File: src/rtl/save_ram_arbiter_if.sv
// Bus bundle between the save RAM arbiter, the GBA cart interface, the host port and the RAM.
// slave is the arbiter's view; master is the view of everything around it.
interface save_ram_arbiter_if #(
  parameter int unsigned ADDR_W = 16
);
  logic [ADDR_W-1:0] gba_addr;
  logic [7:0]        gba_wdata;
  logic              gba_write;
  logic              gba_read;
  logic [7:0]        gba_rdata;

  logic              host_req;
  logic              host_we;
  logic [ADDR_W-1:0] host_addr;
  logic [7:0]        host_wdata;
  logic              host_ack;
  logic [7:0]        host_rdata;

  logic              dirty;
  logic              dirty_clr;

  logic [ADDR_W-1:0] mem_addr;
  logic [7:0]        mem_wdata;
  logic              mem_we;
  logic [7:0]        mem_rdata;

  modport slave (
    input  gba_addr, gba_wdata, gba_write, gba_read,
    input  host_req, host_we, host_addr, host_wdata,
    input  dirty_clr, mem_rdata,
    output gba_rdata, host_ack, host_rdata, dirty,
    output mem_addr, mem_wdata, mem_we
  );

  modport master (
    output gba_addr, gba_wdata, gba_write, gba_read,
    output host_req, host_we, host_addr, host_wdata,
    output dirty_clr, mem_rdata,
    input  gba_rdata, host_ack, host_rdata, dirty,
    input  mem_addr, mem_wdata, mem_we
  );
endinterface

File: src/rtl/save_ram_arbiter.sv
// Save RAM arbiter: one slot per cycle between GBA writes, GBA reads and a host port.
// Slot chosen in cycle N drives the RAM in N+1; its read data is captured at the end of N+1.
module save_ram_arbiter #(
  parameter int unsigned ADDR_W        = 16,
  parameter int unsigned HOST_MAX_WAIT = 8
) (
  input  logic              clk,
  input  logic              rst,
  save_ram_arbiter_if.slave bus
);
  localparam int unsigned      WaitW   = $clog2(HOST_MAX_WAIT + 1);
  localparam logic [WaitW-1:0] WaitMax = WaitW'(HOST_MAX_WAIT);

  typedef enum logic [2:0] {
    SlotIdle,
    SlotGbaWr,
    SlotGbaRd,
    SlotHostRd,
    SlotHostWr
  } slot_e;

  slot_e             slot_d, slot_q;
  logic              gba_write_prev_q;
  logic              wr_pend_d, wr_pend_q;
  logic [ADDR_W-1:0] wr_addr_d, wr_addr_q;
  logic [7:0]        wr_data_d, wr_data_q;
  logic              host_busy_d, host_busy_q;
  logic [WaitW-1:0]  wait_cnt_d, wait_cnt_q;
  logic [ADDR_W-1:0] mem_addr_d, mem_addr_q;
  logic [7:0]        mem_wdata_d, mem_wdata_q;
  logic              mem_we_d, mem_we_q;
  logic [7:0]        gba_rdata_d, gba_rdata_q;
  logic              host_ack_d, host_ack_q;
  logic [7:0]        host_rdata_d, host_rdata_q;
  logic              dirty_d, dirty_q;
  logic              host_elig, host_force, host_grant;

  // The ack cycle also blocks the host so a request held through it restarts one cycle later.
  assign host_elig  = bus.host_req && !host_busy_q && !host_ack_q;
  assign host_force = host_elig && (wait_cnt_q >= WaitMax);
  assign host_grant = (slot_d == SlotHostRd) || (slot_d == SlotHostWr);

  always_comb begin
    slot_d = SlotIdle;
    if (wr_pend_q)        slot_d = SlotGbaWr;
    else if (host_force)  slot_d = bus.host_we ? SlotHostWr : SlotHostRd;
    else if (bus.gba_read) slot_d = SlotGbaRd;
    else if (host_elig)   slot_d = bus.host_we ? SlotHostWr : SlotHostRd;
  end

  always_comb begin
    wr_pend_d    = wr_pend_q;
    wr_addr_d    = wr_addr_q;
    wr_data_d    = wr_data_q;
    host_busy_d  = host_busy_q;
    wait_cnt_d   = wait_cnt_q;
    mem_addr_d   = mem_addr_q;
    mem_wdata_d  = mem_wdata_q;
    mem_we_d     = 1'b0;
    gba_rdata_d  = gba_rdata_q;
    host_ack_d   = 1'b0;
    host_rdata_d = host_rdata_q;

    if (bus.gba_write) begin
      wr_addr_d = bus.gba_addr;
      wr_data_d = bus.gba_wdata;
    end

    case (slot_d)
      SlotGbaWr: begin
        mem_addr_d  = wr_addr_q;
        mem_wdata_d = wr_data_q;
        mem_we_d    = 1'b1;
        wr_pend_d   = 1'b0;
      end
      SlotGbaRd: mem_addr_d = bus.gba_addr;
      SlotHostRd: begin
        mem_addr_d  = bus.host_addr;
        host_busy_d = 1'b1;
      end
      SlotHostWr: begin
        mem_addr_d  = bus.host_addr;
        mem_wdata_d = bus.host_wdata;
        mem_we_d    = 1'b1;
        host_busy_d = 1'b1;
      end
      default: ;
    endcase

    if (gba_write_prev_q && !bus.gba_write) wr_pend_d = 1'b1;

    // Completion of the slot issued last cycle; the RAM answers its registered address now.
    case (slot_q)
      SlotGbaRd: gba_rdata_d = bus.mem_rdata;
      SlotHostRd: begin
        host_rdata_d = bus.mem_rdata;
        host_ack_d   = 1'b1;
        host_busy_d  = 1'b0;
      end
      SlotHostWr: begin
        host_ack_d  = 1'b1;
        host_busy_d = 1'b0;
      end
      default: ;
    endcase

    if (!bus.host_req || host_grant)              wait_cnt_d = '0;
    else if (host_elig && (wait_cnt_q < WaitMax)) wait_cnt_d = wait_cnt_q + 1'b1;

    // Set covers both the grant and the mem_we cycle so a clear in either loses.
    dirty_d = (dirty_q && !bus.dirty_clr) || (slot_d == SlotGbaWr) || (slot_q == SlotGbaWr);
  end

  always_ff @(posedge clk) begin
    if (rst) begin
      slot_q           <= SlotIdle;
      gba_write_prev_q <= 1'b0;
      wr_pend_q        <= 1'b0;
      wr_addr_q        <= '0;
      wr_data_q        <= '0;
      host_busy_q      <= 1'b0;
      wait_cnt_q       <= '0;
      mem_addr_q       <= '0;
      mem_wdata_q      <= '0;
      mem_we_q         <= 1'b0;
      gba_rdata_q      <= '0;
      host_ack_q       <= 1'b0;
      host_rdata_q     <= '0;
      dirty_q          <= 1'b0;
    end else begin
      slot_q           <= slot_d;
      gba_write_prev_q <= bus.gba_write;
      wr_pend_q        <= wr_pend_d;
      wr_addr_q        <= wr_addr_d;
      wr_data_q        <= wr_data_d;
      host_busy_q      <= host_busy_d;
      wait_cnt_q       <= wait_cnt_d;
      mem_addr_q       <= mem_addr_d;
      mem_wdata_q      <= mem_wdata_d;
      mem_we_q         <= mem_we_d;
      gba_rdata_q      <= gba_rdata_d;
      host_ack_q       <= host_ack_d;
      host_rdata_q     <= host_rdata_d;
      dirty_q          <= dirty_d;
    end
  end

  assign bus.mem_addr   = mem_addr_q;
  assign bus.mem_wdata  = mem_wdata_q;
  assign bus.mem_we     = mem_we_q;
  assign bus.gba_rdata  = gba_rdata_q;
  assign bus.host_ack   = host_ack_q;
  assign bus.host_rdata = host_rdata_q;
  assign bus.dirty      = dirty_q;
endmodule

File: src/flat_wrapper.sv
// flat-port wrapper written by rule: the top's interface ports become plain ports
module save_ram_arbiter_flat 
#(
  parameter int unsigned ADDR_W        = 16,
  parameter int unsigned HOST_MAX_WAIT = 8
)
  (clk, rst, bus_gba_addr, bus_gba_wdata, bus_gba_write, bus_gba_read, bus_host_req, bus_host_we, bus_host_addr, bus_host_wdata, bus_dirty_clr, bus_mem_rdata, bus_gba_rdata, bus_host_ack, bus_host_rdata, bus_dirty, bus_mem_addr, bus_mem_wdata, bus_mem_we);
  save_ram_arbiter_if #(.ADDR_W(ADDR_W)) bus_i ();
  input  logic clk;
  input  logic rst;
  input wire logic [$bits(bus_i.gba_addr)-1:0] bus_gba_addr;
  input wire logic [$bits(bus_i.gba_wdata)-1:0] bus_gba_wdata;
  input wire logic [$bits(bus_i.gba_write)-1:0] bus_gba_write;
  input wire logic [$bits(bus_i.gba_read)-1:0] bus_gba_read;
  input wire logic [$bits(bus_i.host_req)-1:0] bus_host_req;
  input wire logic [$bits(bus_i.host_we)-1:0] bus_host_we;
  input wire logic [$bits(bus_i.host_addr)-1:0] bus_host_addr;
  input wire logic [$bits(bus_i.host_wdata)-1:0] bus_host_wdata;
  input wire logic [$bits(bus_i.dirty_clr)-1:0] bus_dirty_clr;
  input wire logic [$bits(bus_i.mem_rdata)-1:0] bus_mem_rdata;
  output wire logic [$bits(bus_i.gba_rdata)-1:0] bus_gba_rdata;
  output wire logic [$bits(bus_i.host_ack)-1:0] bus_host_ack;
  output wire logic [$bits(bus_i.host_rdata)-1:0] bus_host_rdata;
  output wire logic [$bits(bus_i.dirty)-1:0] bus_dirty;
  output wire logic [$bits(bus_i.mem_addr)-1:0] bus_mem_addr;
  output wire logic [$bits(bus_i.mem_wdata)-1:0] bus_mem_wdata;
  output wire logic [$bits(bus_i.mem_we)-1:0] bus_mem_we;
  assign bus_i.gba_addr = bus_gba_addr;
  assign bus_i.gba_wdata = bus_gba_wdata;
  assign bus_i.gba_write = bus_gba_write;
  assign bus_i.gba_read = bus_gba_read;
  assign bus_i.host_req = bus_host_req;
  assign bus_i.host_we = bus_host_we;
  assign bus_i.host_addr = bus_host_addr;
  assign bus_i.host_wdata = bus_host_wdata;
  assign bus_i.dirty_clr = bus_dirty_clr;
  assign bus_i.mem_rdata = bus_mem_rdata;
  assign bus_gba_rdata = bus_i.gba_rdata;
  assign bus_host_ack = bus_i.host_ack;
  assign bus_host_rdata = bus_i.host_rdata;
  assign bus_dirty = bus_i.dirty;
  assign bus_mem_addr = bus_i.mem_addr;
  assign bus_mem_wdata = bus_i.mem_wdata;
  assign bus_mem_we = bus_i.mem_we;
  save_ram_arbiter #(.ADDR_W(ADDR_W), .HOST_MAX_WAIT(HOST_MAX_WAIT)) u_core (.clk(clk), .rst(rst), .bus(bus_i));
endmodule
File: config.mk
export PLATFORM = sky130hd
export DESIGN_NAME = save_ram_arbiter_flat
export DESIGN_NICKNAME = d
export VERILOG_FILES = /design/src/rtl/save_ram_arbiter_if.sv /design/src/rtl/save_ram_arbiter.sv /design/src/flat_wrapper.sv
export SDC_FILE = /design/constraint.sdc
export NUM_CORES = 1
export LEC_CHECK = 0
export CAP_MARGIN = 20
export CORE_ASPECT_RATIO = 0.6
export CORE_MARGIN = 5
export CORE_UTILIZATION = 42
export CTS_BUF_LIST = sky130_fd_sc_hd__clkbuf_8
export DETAILED_ROUTE_END_ITERATION = 10
export HOLD_SLACK_MARGIN = 0.02
export PLACE_DENSITY = 0.8
export SLEW_MARGIN = 15
export SYNTH_ARGS = -nofsm -noshare
export SYNTH_HDL_FRONTEND = slang
export SYNTH_SLANG_ARGS = --single-unit
File: constraint.sdc
create_clock -name clk -period 3.55 [get_ports clk]
set_input_delay 0.71 -clock clk [delete_from_list [all_inputs] [get_ports clk]]
set_output_delay 0.71 -clock clk [all_outputs]
set_load 0.05 [all_outputs]
Word level (Yosys, flattened, before mapping) --
Cells that the tools add are included. Widths: inputs -> output; s select.
Storage, ports and cells: bits in registers 77, input bits 63, word-level logic and storage cells 59
Cells by class: $add $sub $neg 1, $lt $le $gt $ge 2, equal/unequal tests 8, mux-type cells 11, reduce and logical (&&, ||, !) cells 23
Operators by type and width (count):
- $pmux 16 s3 | 1
- $pmux 8 s2 | 1
- $mux 3 | 5
- $eq 3x2->1 const B | 4
- $reduce_or 2->1 | 4
- $eq 3x1->1 const B | 2
- $eq 3x3->1 const B | 2
- $logic_and 1x1->1 | 6
- $logic_not 1->1 | 5
- $add 4x1->4 const B | 1
- $ge 4x4->1 const B | 1
- $logic_or 1x1->1 | 4
- $lt 4x4->1 const B | 1
- $mux 1 | 4
- $reduce_bool 2->1 | 2
- $reduce_bool 3->1 | 1
- $reduce_or 3->1 | 1

Logic depth before layout (Yosys ltp) --
Gate-level depths: netlist (run 1).
depth in word-level cells 11, gate-level depth with buffers 6, gate-level depth less buffers 4

Worst setup path after synthesis (run 1) --
No wires, ideal clock.
path type in2reg, start in bus_host_req, end reg u_core.mem_addr_q[6] (netlist: u_core.bus.mem_addr[6]), arrival time 1.693 ns, required time 3.423 ns, path slack 1.730 ns, stages 6, path buffers 2, cells stage by stage nor3b_4 or3_1 buf_4 buf_6 o221ai_1 a211oi_2
On the way: cells in the longest elaborated chain, start to end 9, elaborated cells on any way between the ends 14
Ends and longest elaborated chain:
- from (decl) | RTL line flat_wrapper.sv:15 | input wire logic [$bits(bus_i.host_req)-1:0] bus_host_req;
- $logic_and 1x1->1 * (2 in series) | RTL line save_ram_arbiter.sv:39 | assign host_elig = bus.host_req && !host_busy_q && !host_ack_q;
- $mux 3 | RTL line save_ram_arbiter.sv:48 | else if (host_elig) slot_d = bus.host_we ? SlotHostWr : SlotHostRd;
- $mux 3 | RTL line save_ram_arbiter.sv:47 | else if (bus.gba_read) slot_d = SlotGbaRd;
- $mux 3 * | RTL line save_ram_arbiter.sv:46 | else if (host_force) slot_d = bus.host_we ? SlotHostWr : SlotHostRd;
- $mux 3 * | RTL line save_ram_arbiter.sv:45 | if (wr_pend_q) slot_d = SlotGbaWr;
- $eq 3x3->1 or $eq 3x2->1 (tied branches) | RTL line save_ram_arbiter.sv:69 | case (slot_d)
- $reduce_or 2->1 (no source line)
- $pmux 16 s3 or $reduce_bool 3->1 (tied branches)
- to (signal assigned) | RTL line save_ram_arbiter.sv:138 | mem_addr_q <= mem_addr_d;
- to (decl) | RTL line save_ram_arbiter.sv:29 | logic [ADDR_W-1:0] mem_addr_d, mem_addr_q;
Every way passes the cells marked *; elsewhere a longest branch is shown, timed or not. A chain may end at the register's enable or synchronous reset.

Worst setup path after layout (run 1) --
start in bus_host_req, end reg u_core.mem_wdata_q[2] (netlist: u_core.bus.mem_wdata[2])
On the way: cells in the longest elaborated chain, start to end 8, elaborated cells on any way between the ends 11
Ends and longest elaborated chain:
- $logic_and 1x1->1 * (2 in series) | RTL line save_ram_arbiter.sv:39
- $mux 3 | RTL line save_ram_arbiter.sv:48
- $mux 3 | RTL line save_ram_arbiter.sv:47
- $mux 3 * | RTL line save_ram_arbiter.sv:46
- $mux 3 * | RTL line save_ram_arbiter.sv:45
- $eq 3x3->1 or $eq 3x1->1 (tied branches) | RTL line save_ram_arbiter.sv:69
- $pmux 8 s2 or $reduce_bool 2->1 (tied branches)
- to (signal assigned) | RTL line save_ram_arbiter.sv:139 | mem_wdata_q <= mem_wdata_d;
- to (decl) | RTL line save_ram_arbiter.sv:30 | logic [7:0] mem_wdata_d, mem_wdata_q;
Marks and branches as above.

==> summary.md, run 1 <==
| Metric | Value |
|---|---|
| Antenna violations before repair | `0` |
| Starting density of the core | `0.4268` |
| Number of synthesized flops with an enable pin | `0` |
| Setup TNS | `0 ps` |
| # diodes | `0` |
| Setup crit end kind | `register` |
| Max-cap viol count | `0` |
| Distinct cells, synth | `38` |
| Die Ht | `78.92 um` |
| Worst vdd ir | `about 230 uV` |
| Drt wl/cell | `roughly 18 um` |
| Routed vias | `2984` |
| Worst hold path class | `register to register` |
| Skew-Pair Late Insertion Delay | `between 300 and 400 ps` |
| Relative slew slack | `0.4450` |
| Leak | `between 1.5 and 2 nW` |
| Type of the worst setup path | `input pin to register` |
| Outcome | `finished, final reports clean` |
| DRT Wirelength | `9.586 mm` |
| Antenna viol nets, final | `0` |
| Setup Buffers After CTS | `0` |
| Mapped cell area | `approximately 3300 sq um` |
| Fin crit share | `0.6884` |
| Final net count | `approximately 500` |
| Most frequent cell after synthesis | `dfxtp_1` |
| Max Clock Skew | `5.094 ps` |
| Ys flop type | `dfxtp_1` |
| RSZ-0062 raised after global routing | `false` |
| Syn_area_per_cell | `between 9 and 10 sq um` |
| Seq/Total Area, Yosys | `0.4637` |
| Cell area after layout | `4539 sq um` |
| Clk sinks | `between 70 and 80` |
| Hold Startpoint | `u_core.gba_write_prev_q` |
| CP required | `approximately 3700 ps` |
| PD cells | `~440 nW/um^2` |
| Post-Syn Instances | `between 300 and 400` |
| Final hold violations | `0` |
| Least-Margin Pin Slew | `a little over 800 ps` |
| Most instantiated cells after synthesis | `dfxtp_1 (77), nor2_1 (49), mux2i_1 (40)` |
| Row cnt | `25` |
| Clk pin slew, worst setup/hold paths | `approximately 70 ps` |
| Resized cells post-CTS | `0` |
| DRT iter0 DRCs | `between 200 and 300` |
| Num CTS Buffers | `9` |
| Worst r2r src | `u_core.host_busy_q` |
| IO buf count | `around 110` |
| Die W | `~120 um` |
| Die area | `a little under 10000 sq um` |
| Clock tree buffer depth | `2` |
| Layout cells sized above 1 | `0.09195` |
| # fillers | `657` |
| Final setup viols | `0` |
| Synth top area share | `0.4637` |
| Synthesized flop and latch total | `77` |
| DR pass1 iterations | `5` |
| Post-DP Area | `4372 sq um` |
| Clk root buf | `clkbuf_8` |
| Maximum number of pins on one net before global-route repair | `58` |
| Flop2flop setup slack | `around 1600 ps` |
| Placer's final routability congestion estimate | `between 0.8 and 0.9` |
| Startpoint types | `input pin` |
| Yosys top cell by area | `dfxtp_1` |
| Drt via density | `~5.5` |
| Finished Layout Cells | `543` |
| Hold buffer count at CTS | `0` |
| Beginning of the critical path | `bus_host_req` |
| Crit-path max FO | `26` |
| Main area contributors after synthesis | `dfxtp_1 (46%), mux2i_1 (12%), nor2_1 (5.5%)` |
| Max-slew violations | `0` |
| Asr flop ratio synth | `0` |
| TritonCTS clock tree | `built` |
| Total core area | `approximately 8000 sq um` |
| # DRC | `0` |
| FF+latch area | `roughly 1500 sq um` |
| Worst Path Arrival | `around 2600 ps` |
| Min Tclk post-route | `2444 ps` |
| Fmax | `a little over 400 MHz` |
| Inst Count DP | `530` |
| Ys Warns | `0` |
| Grt ovf | `0` |
| Total track usage | `0.1978` |
| Vias in the first global route | `just over 3000` |
| Multi-input logic area | `between 1500 and 2000 sq um` |
| First-pass GRT wire length | `~16 mm` |
| Area delta synth->final | `36.54%` |
| Hpwl dp | `about 6.6 mm` |
| Post-synth net total | `~410` |
| H-tree level count | `3` |
| I/O Pins | `approximately 110` |
==> per-layer routing <==
layer / wire length [um] / part of all wire / vias up / track usage
met2: 4313 / 0.45 / 120 / 0.3082
met3: 707 / 0.074 / 2 / 0.07124
met1: 4549 / 0.47 / 1448 / 0.2586
li1: - / - / 1414 / -
met4: 15 / 0.0016 / 0 / 0.06169
met5: 0 / 0 / - / 0
==> layout by cell type (no fill, tap or decap), types with 2 or more instances in the layout <==
cell type        instances
clkinv_2                 2
dfxtp_1                 76
nand2_1                 19
o221ai_1                16
inv_1                   12
a211oi_1                22
clkinv_1                 2
clkdlybuf4s50_1        103
mux2i_1                 40
a2111oi_2                8
buf_4                    3
clkbuf_8                 9
nor2_1                  49
ha_1                     2
a211oi_2                10
nor3_1                  34
a21oi_1                  4
buf_2                    2
nor3b_1                  2
==> sequential cells by signal, summed over array words and instances, names as in the netlist <==
register and flops:
u_core.bus.mem_we 1, u_core.wr_addr_q 16, u_core.gba_write_prev_q 1, u_core.bus.host_rdata 8, u_core.bus.mem_addr 16, u_core.wait_cnt_q 4, u_core.bus.dirty 1, u_core.wr_data_q 8
u_core.bus.host_ack 1, u_core.host_busy_q 1, u_core.wr_pend_q 1, u_core.bus.mem_wdata 8, u_core.bus.gba_rdata 8, u_core.slot_q 3
==> path summary, 6_finish.rpt <==
path	end	cells past startpoint
worst max register to register	u_core.bus.mem_wdata[2]	4
worst max-delay path	u_core.bus.mem_wdata[2]	5
worst min-delay path	u_core.wr_pend_q	1
worst min register to register	u_core.wr_pend_q	1
==> logic make-up (layout without fill, tap and decap cells) <==
| kind of cell | Yosys count | count (layout) | share of synthesized area |
|---|---|---|---|
| fa+ha+maj | 2 | 2 | 0.007526 |
| simple gates | 116 | 116 | 0.1611 |
| xor+xnor | 2 | 2 | 0.005270 |
| buf+inv | 40 | 134 | 0.06059 |
| flops | 77 | 77 | 0.4637 |
| compound gates | 64 | 64 | 0.1814 |
| mux | 40 | 40 | 0.1204 |
==> worst max-delay path, cell delays in order <==
cell,delay (ps)
clkdlybuf4s50_1,510
nor3b_4,350
nand3_2,570
nor3_1,420
a2111oi_2,60
==> layout make-up <==
cell class / instances / share of cell area
clock buffers: 9 / 0.02729
clock inverters: 4 / 0.009647
inverters: 13 / 0.01075
multi-input cells: 224 / 0.3484
flip-flops and latches: 77 / 0.3399
well taps: 108 / 0.02977
repair buffers: 108 / 0.2343
==> through the flow <==
step | hold slack (ps) | setup WS [ps] | power, mW | util
5_1_grt | 486.4 | 943.6 | 2.111 | 0.5828
6_report | 452.9 | 1106 | 2.020 | 0.5828
3_3_place_gp | 437.2 | 859.8 | 1.417 | 0.5613
2_1_floorplan | 442.1 | 1730 | 1.252 | -
4_1_cts | 456.9 | 1146 | 2.037 | 0.5828
3_5_place_dp | 446.6 | 781.3 | 1.430 | 0.5613
==> where the power goes <==
| part | internal, mW | leakage (nW) | total, mW | switching (mW) |
|---|---|---|---|---|
| Sequential | 0.918 | 0.634 | 0.955 | 0.0364 |
| Clock | 0.308 | 0.0920 | 0.608 | 0.300 |
| Combinational | 0.190 | 1.02 | 0.457 | 0.267 |
No activity file was read; power rests on OpenSTA's default activity.
==> inputs of run 2 (changes only) <==
--- a/config.mk
+++ b/config.mk
@@ -12,7 +12,7 @@
 export CTS_BUF_LIST = sky130_fd_sc_hd__clkbuf_8
 export DETAILED_ROUTE_END_ITERATION = 10
 export HOLD_SLACK_MARGIN = 0.02
-export PLACE_DENSITY = 0.8
+export PLACE_DENSITY = 0.83
 export SLEW_MARGIN = 15
 export SYNTH_ARGS = -nofsm -noshare
 export SYNTH_HDL_FRONTEND = slang
==> constraint.sdc (replaced) <==
create_clock -name clk -period 2.16 [get_ports clk]
set_input_delay 0.432 -clock clk [delete_from_list [all_inputs] [get_ports clk]]
set_output_delay 0.432 -clock clk [all_outputs]
set_load 0.05 [all_outputs]
==> summary.md, run 2 (synthesis gave the netlist of run 1 again) <==
| Metric | Value |
|---|---|
| Beginning of the critical path | `u_core.bus.host_ack` |
| Total core area | `7789 sq um (unchanged)` |
| Outcome | `finished, final reports clean` |
| Clk pin slew, worst setup/hold paths | `80 ps (about the same)` |
| RR Endpoint | `u_core.bus.mem_wdata[5]` |
| Final hold violations | `0 (unchanged)` |
| Relative slew slack | `0.4457 (+0.0006290)` |
| Worst vdd ir | `367.9 uV (+63%)` |
| Routed vias | `3038 (+1.8%)` |
| Cell area after layout | `4634 sq um (+2.1%)` |
| Final setup viols | `0 (unchanged)` |
| Leak | `1.803 nW (+3.1%)` |
| # DRC | `0 (unchanged)` |
| Least-Margin Pin Slew | `830.6 ps (-0.9427 ps)` |
| Post-DP Area | `4457 sq um (+1.9%)` |
| Max-slew violations | `0 (unchanged)` |
| Worst r2r src | `u_core.host_busy_q` |
| Num CTS Buffers | `9 (unchanged)` |
| Worst Path Arrival | `1590 ps (-1050 ps)` |
| IO buf count | `105 (unchanged)` |
| Buf/Inv on CP | `1 (unchanged)` |
| Startpoint types | `register` |
| Antenna viol nets, final | `0 (unchanged)` |
| Crit-path cells | `clkdlybuf4s50_1` |
| Min Tclk post-route | `2018 ps` |
| Fmax | `495.6 MHz` |
| Worst hold path class | `register to register` |
| DR pass1 iterations | `5 (unchanged)` |
| Die W | `124.9 um (unchanged)` |
| Area delta synth->final | `39.41%` |
| CP required | `1730 ps (-2010 ps)` |
| Antenna violations before repair | `0 (unchanged)` |
| Row cnt | `25 (unchanged)` |
| Drt wl/cell | `17.71 um (+0.30%)` |
| # diodes | `0 (unchanged)` |
| Grt ovf | `0 (unchanged)` |
| Highest cell delay on the worst timing path | `840 ps (+270 ps)` |
| Setup crit end kind | `output pin` |
| Die Ht | `78.92 um (unchanged)` |
| Max-cap viol count | `0 (unchanged)` |
| Fin crit share | `0.9341` |
| Most frequent cells in the layout | `clkdlybuf4s50_1 (103), dfxtp_1 (76), nor2_1 (49)` |
| Max Clock Skew | `9.112 ps (+4.018 ps)` |
| Final net count | `506 (+1.6%)` |
| Crit-path max FO | `3 (-88%)` |
| Die area | `9853 sq um (unchanged)` |
| Starting density of the core | `0.4268 (unchanged)` |
| DRT iter0 DRCs | `184 (-28%)` |
| Setup Buffers After CTS | `0 (unchanged)` |
| Flop2flop setup slack | `470 ps (-1150 ps)` |
| Clock tree buffer depth | `2 (unchanged)` |
| Clk sinks | `77 (unchanged)` |
| Pwr Total | `3.340 mW (+65%)` |
| Drt via density | `5.494 (about the same)` |
| Type of the worst setup path | `register to output pin` |
| Worst Hold End | `u_core.wr_pend_q` |
| First-pass GRT wire length | `15.98 mm (+2.2%)` |
| Maximum number of pins on one net before global-route repair | `58 (unchanged)` |
| Post-layout util | `0.5950 (+0.01221)` |
| DRT Wirelength | `9.792 mm (+2.1%)` |
| Critical path's top delay family | `buffers and inverters` |
| Reg2reg path depth | `4 (unchanged)` |
| Worst hold path cell count | `1 (unchanged)` |
| RSZ-0062 raised after global routing | `false` |
| # fillers | `678 (+3.2%)` |
| Total track usage | `0.2034 (+0.005536)` |
| Layout cells sized above 1 | `0.1101 (+0.01816)` |
| Hpwl dp | `6.840 mm (+3.7%)` |
| Hold Startpoint | `u_core.gba_write_prev_q` |
| Placer's final routability congestion estimate | `0.8440 (+4.5%)` |
| TritonCTS clock tree | `built` |
| Clk root buf | `clkbuf_8` |
| H-tree level count | `3 (unchanged)` |
| Hold buffer count at CTS | `0 (unchanged)` |
| Commonest non-fill, non-tap cell in the layout | `clkdlybuf4s50_1` |
| I/O Pins | `106 (unchanged)` |
| CP max-delay cell | `clkdlybuf4s50_1` |
| Vias in the first global route | `3065 (-1.1%)` |
| Resized cells post-CTS | `0 (unchanged)` |
| Skew-Pair Late Insertion Delay | `360 ps (+20 ps)` |
| PD cells | `720.7 nW/um^2 (+62%)` |
run 2: changes by cell type in the layout (fill, tap and decap cells not counted):
cell / delta
buf_12: +2
buf_4: +6
bufinv_16: -1
clkbuf_8: +3
clkinv_2: -1
inv_1: +1
run 2: worst max-delay path by stage:
stage	slack, ps	depth (start not counted)	to
floorplan	420	6	u_core.bus.mem_addr[6]
finish	140	1	bus_host_ack
global route	80	1	bus_host_ack
global placement	-30	5	u_core.bus.mem_wdata[0]
CTS	120	1	bus_host_ack
detailed placement	-130	5	u_core.bus.mem_wdata[1]
run 2: metrics by stage:
stage               std cells  setup WS, ps  hold WS [ps]  TNS [ps]
global route              553         78.25         466.4         0
finish                    553         142.4         448.7         0
floorplan                 341         416.1         442.1         0
CTS                       553         121.8         458.7         0
detailed placement        538        -133.5         452.7     -1226
global placement          538        -34.47         436.6    -268.8
run 2: routing by layer:
layer  track usage  part of all wire  up-vias
met1        0.2665              0.47     1497
met2        0.3200              0.46      101
met3       0.08132             0.063        6
met4       0.04221            0.0066        0
li1              -                 -     1434
met5             0                 0        -
run 2: power breakdown:
group / internal (mW) / switching [mW]
logic: 0.329 / 0.444
clock network: 0.495 / 0.502
registers: 1.51 / 0.0599
run 2: cell type report:
type                       count  area [sq um]  share of cell area
inverter                      13         48.80             0.01053
tap                          108         135.1             0.02916
clock buffer                  12         165.2             0.03564
clock inverter                 3         12.51            0.002700
sequential                    77          1543              0.3329
multi-input combinational    224          1582              0.3413
timing repair buffer         116          1149              0.2478
==> inputs of run 3 (changes only) <==
--- a/config.mk
+++ b/config.mk
@@ -5,6 +5,7 @@
 export SDC_FILE = /design/constraint.sdc
 export NUM_CORES = 1
 export LEC_CHECK = 0
+export ABC_AREA = 1
 export CAP_MARGIN = 20
 export CORE_ASPECT_RATIO = 0.6
 export CORE_MARGIN = 5
==> summary.md, run 3 <==
| Metric | Value |
|---|---|
| Outcome | `finished, final reports clean` |
| Cell area after layout | `4612 sq um (-0.49%)` |
| TritonCTS clock tree | `built` |
| Worst vdd ir | `269.8 uV (-27%)` |
| Resized cells post-CTS | `0 (unchanged)` |
| Drt wl/cell | `13.23 um (-25%)` |
| Die Ht | `78.34 um (-0.73%)` |
| Post-layout util | `0.6218 (+0.02677)` |
| Final WS setup | `186.7 ps (+44.38 ps)` |
| Clk pin slew, worst setup/hold paths | `80 ps (about the same)` |
| Layout cells sized above 1 | `0.08070 (-0.02941)` |
| Asr flop ratio synth | `0 (unchanged)` |
| PD cells | `725.4 nW/um^2 (+0.65%)` |
| Highest cell delay on the worst timing path | `820 ps (-20 ps)` |
| Worst hold path class | `register to register` |
| Final setup viols | `0 (unchanged)` |
| CP required | `1730 ps (about the same)` |
| DR pass1 iterations | `5 (unchanged)` |
| Max Clock Skew | `7.532 ps (-1.580 ps)` |
| Starting density of the core | `0.4408 (+0.01396)` |
| Distinct cells, synth | `27 (-29%)` |
| # diodes | `0 (unchanged)` |
| Flop2flop setup slack | `530 ps (+60 ps)` |
| Clock tree buffer depth | `2 (unchanged)` |
| Setup Buffers After CTS | `0 (unchanged)` |
| Total track usage | `0.1853 (-0.01803)` |
| Mapped cell area | `3269 sq um (-1.7%)` |
| Startpoint types | `register` |
| DRT iter0 DRCs | `153 (-17%)` |
| Post-DP Area | `4428 sq um (-0.65%)` |
| Maximum number of pins on one net before global-route repair | `60 (+3.4%)` |
| Final net count | `630 (+25%)` |
| Vias in the first global route | `3122 (+1.9%)` |
| Critical path's top delay family | `buffers and inverters` |
| Most instantiated cells after synthesis | `nand2_1 (90), dfxtp_1 (77), nor2_1 (65)` |
| Number of synthesized flops with an enable pin | `0 (unchanged)` |
| Buf/Inv on CP | `1 (unchanged)` |
| Hold buffer count at CTS | `0 (unchanged)` |
| Drt via density | `4.835 (-12%)` |
| Finished Layout Cells | `674 (+22%)` |
| Antenna viol nets, final | `0 (unchanged)` |
| Relative slew slack | `0.6552 (+0.2095)` |
| RSZ-0062 raised after global routing | `false` |
| Type of the worst setup path | `register to output pin` |
| Final hold violations | `0 (unchanged)` |
| CP max-delay cell | `clkdlybuf4s50_1` |
| # DRC | `0 (unchanged)` |
| Leak | `2.063 nW (+14%)` |
| Main area contributors after synthesis | `dfxtp_1 (47%), nand2_1 (10%), nor2_1 (7.5%)` |
| Clk root buf | `clkbuf_8` |
| Least-Margin Pin Slew | `515.6 ps (-315.0 ps)` |
| Setup TNS | `0 ps (unchanged)` |
| H-tree level count | `3 (unchanged)` |
| Commonest non-fill, non-tap cell in the layout | `clkdlybuf4s50_1` |
| Max-cap viol count | `0 (unchanged)` |
| Worst Path Arrival | `1540 ps (-50 ps)` |
| Synth top area share | `0.4715 (+0.007808)` |
| Placer's final routability congestion estimate | `0.8285 (-1.8%)` |
| Setup slack at placement | `27.68 ps (+161.2 ps)` |
| Skew-Pair Late Insertion Delay | `350 ps (about the same)` |
| # fillers | `660 (-2.7%)` |
| Syn_area_per_cell | `7.092 sq um (-27%)` |
| Num CTS Buffers | `9 (unchanged)` |
| Synthesized flop and latch total | `77 (unchanged)` |
| Row cnt | `24 (-4.0%)` |
| Hpwl dp | `6.571 mm (-3.9%)` |
| Min Tclk post-route | `1973 ps (-44.38 ps)` |
| Grt ovf | `0 (unchanged)` |
| Clk sinks | `77 (unchanged)` |
| Die W | `123.9 um (-0.76%)` |
| Most frequent cells in the layout | `clkdlybuf4s50_1 (105), nand2_1 (90), dfxtp_1 (77)` |
| Post-Syn Instances | `461 (+35%)` |
| Ys Warns | `0 (unchanged)` |
| Fin crit share | `0.9135 (-0.02055)` |
| Antenna violations before repair | `0 (unchanged)` |
| Yosys top cell by area | `dfxtp_1` |
| Total core area | `7417 sq um (-4.8%)` |
| Seq/Total Area, Yosys | `0.4715 (+0.007808)` |
| First-pass GRT wire length | `14.48 mm (-9.4%)` |
| Crit-path max FO | `2 (-1)` |
| Ys flop type | `dfxtp_1` |
| DRT Wirelength | `8.915 mm (-9.0%)` |
| Area delta synth->final | `41.06%` |
| Most frequent cell after synthesis | `nand2_1` |
| Setup crit end kind | `output pin` |
| Crit-path cells | `clkdlybuf4s50_1` |
| IO buf count | `105 (unchanged)` |
| I/O Pins | `106 (unchanged)` |
| Routed vias | `3259 (+7.3%)` |
| Die area | `9706 sq um (-1.5%)` |
| Max-slew violations | `0 (unchanged)` |
| Fmax | `506.8 MHz (+2.2%)` |
| Post-synth net total | `526 (+30%)` |
| Inst Count DP | `658 (+22%)` |
-- run 3: cell count changes after synthesis, sizes merged, moves of 32 or more --
cell / previous run / this run
nor3: 34 / 2
o21ai: 0 / 46
a211oi: 32 / 0
mux2i: 40 / 0
nand3: 1 / 50
inv: 11 / 66
nand2: 20 / 94
-- run 3: area by class of cell --
type / count / area (sq um) / area share
Tap cell: 104 / 130.1 / 0.02821
Inverter: 67 / 251.5 / 0.05453
Timing Repair Buffer: 112 / 1116 / 0.2420
Multi-Input combinational cell: 298 / 1389 / 0.3011
Clock buffer: 9 / 123.9 / 0.02686
Sequential cell: 77 / 1541 / 0.3342
Clock inverter: 7 / 60.06 / 0.01302
-- run 3: cells by family after synthesis --
family / synth area share
AND/OR/NAND/NOR: 0.3092
buffers and inverters: 0.1037
flip-flops: 0.4715
AO/OA/AOI/OAI: 0.1052
adder cells (fa/ha/maj): 0.007653
XOR/XNOR: 0.002679
-- run 3: per-stage QoR --
| stage | hold WS (ps) | total power [mW] |
|---|---|---|
| floorplan | 403.5 | 2.040 |
| global placement | 407.3 | 2.329 |
| detailed placement | 413.4 | 2.347 |
| CTS | 424.1 | 3.379 |
| global route | 467.3 | 3.512 |
| finish | 423.5 | 3.346 |
-- run 3: routing by layer --
layer,routed length (um),track usage,vias to the layer above
met4,91,0.05902,0
met2,4060,0.3013,128
met3,836,0.06178,10
met1,3927,0.2330,1480
met5,0,0,-
li1,-,-,1641
-- run 3: power breakdown --
group	total, mW	leakage [nW]	switching (mW)	internal (mW)
sequential	1.56	0.633	0.0499	1.51
clock	1.03	0.107	0.510	0.520
combinational	0.756	1.32	0.463	0.292
total	3.35	2.06	1.02	2.32
-- run 3: final timing paths --
path	endpoint	from	cells after the start
worst min register to register	u_core.wr_pend_q	u_core.gba_write_prev_q	2
worst max register to register	u_core.wait_cnt_q[1]	u_core.bus.host_ack	8
worst max-delay path	bus_mem_addr[3]	u_core.bus.mem_addr[3]	1
worst min-delay path	u_core.wr_pend_q	u_core.gba_write_prev_q	2
-- run 3: worst reg2reg max path: stages, from the launching register on --
cell	delay, ps
dfxtp_1	350
inv_1	70
nand3_2	130
inv_2	80
nand4_1	130
nand2_4	110
inv_2	290
nand3_1	220
a21oi_1	170
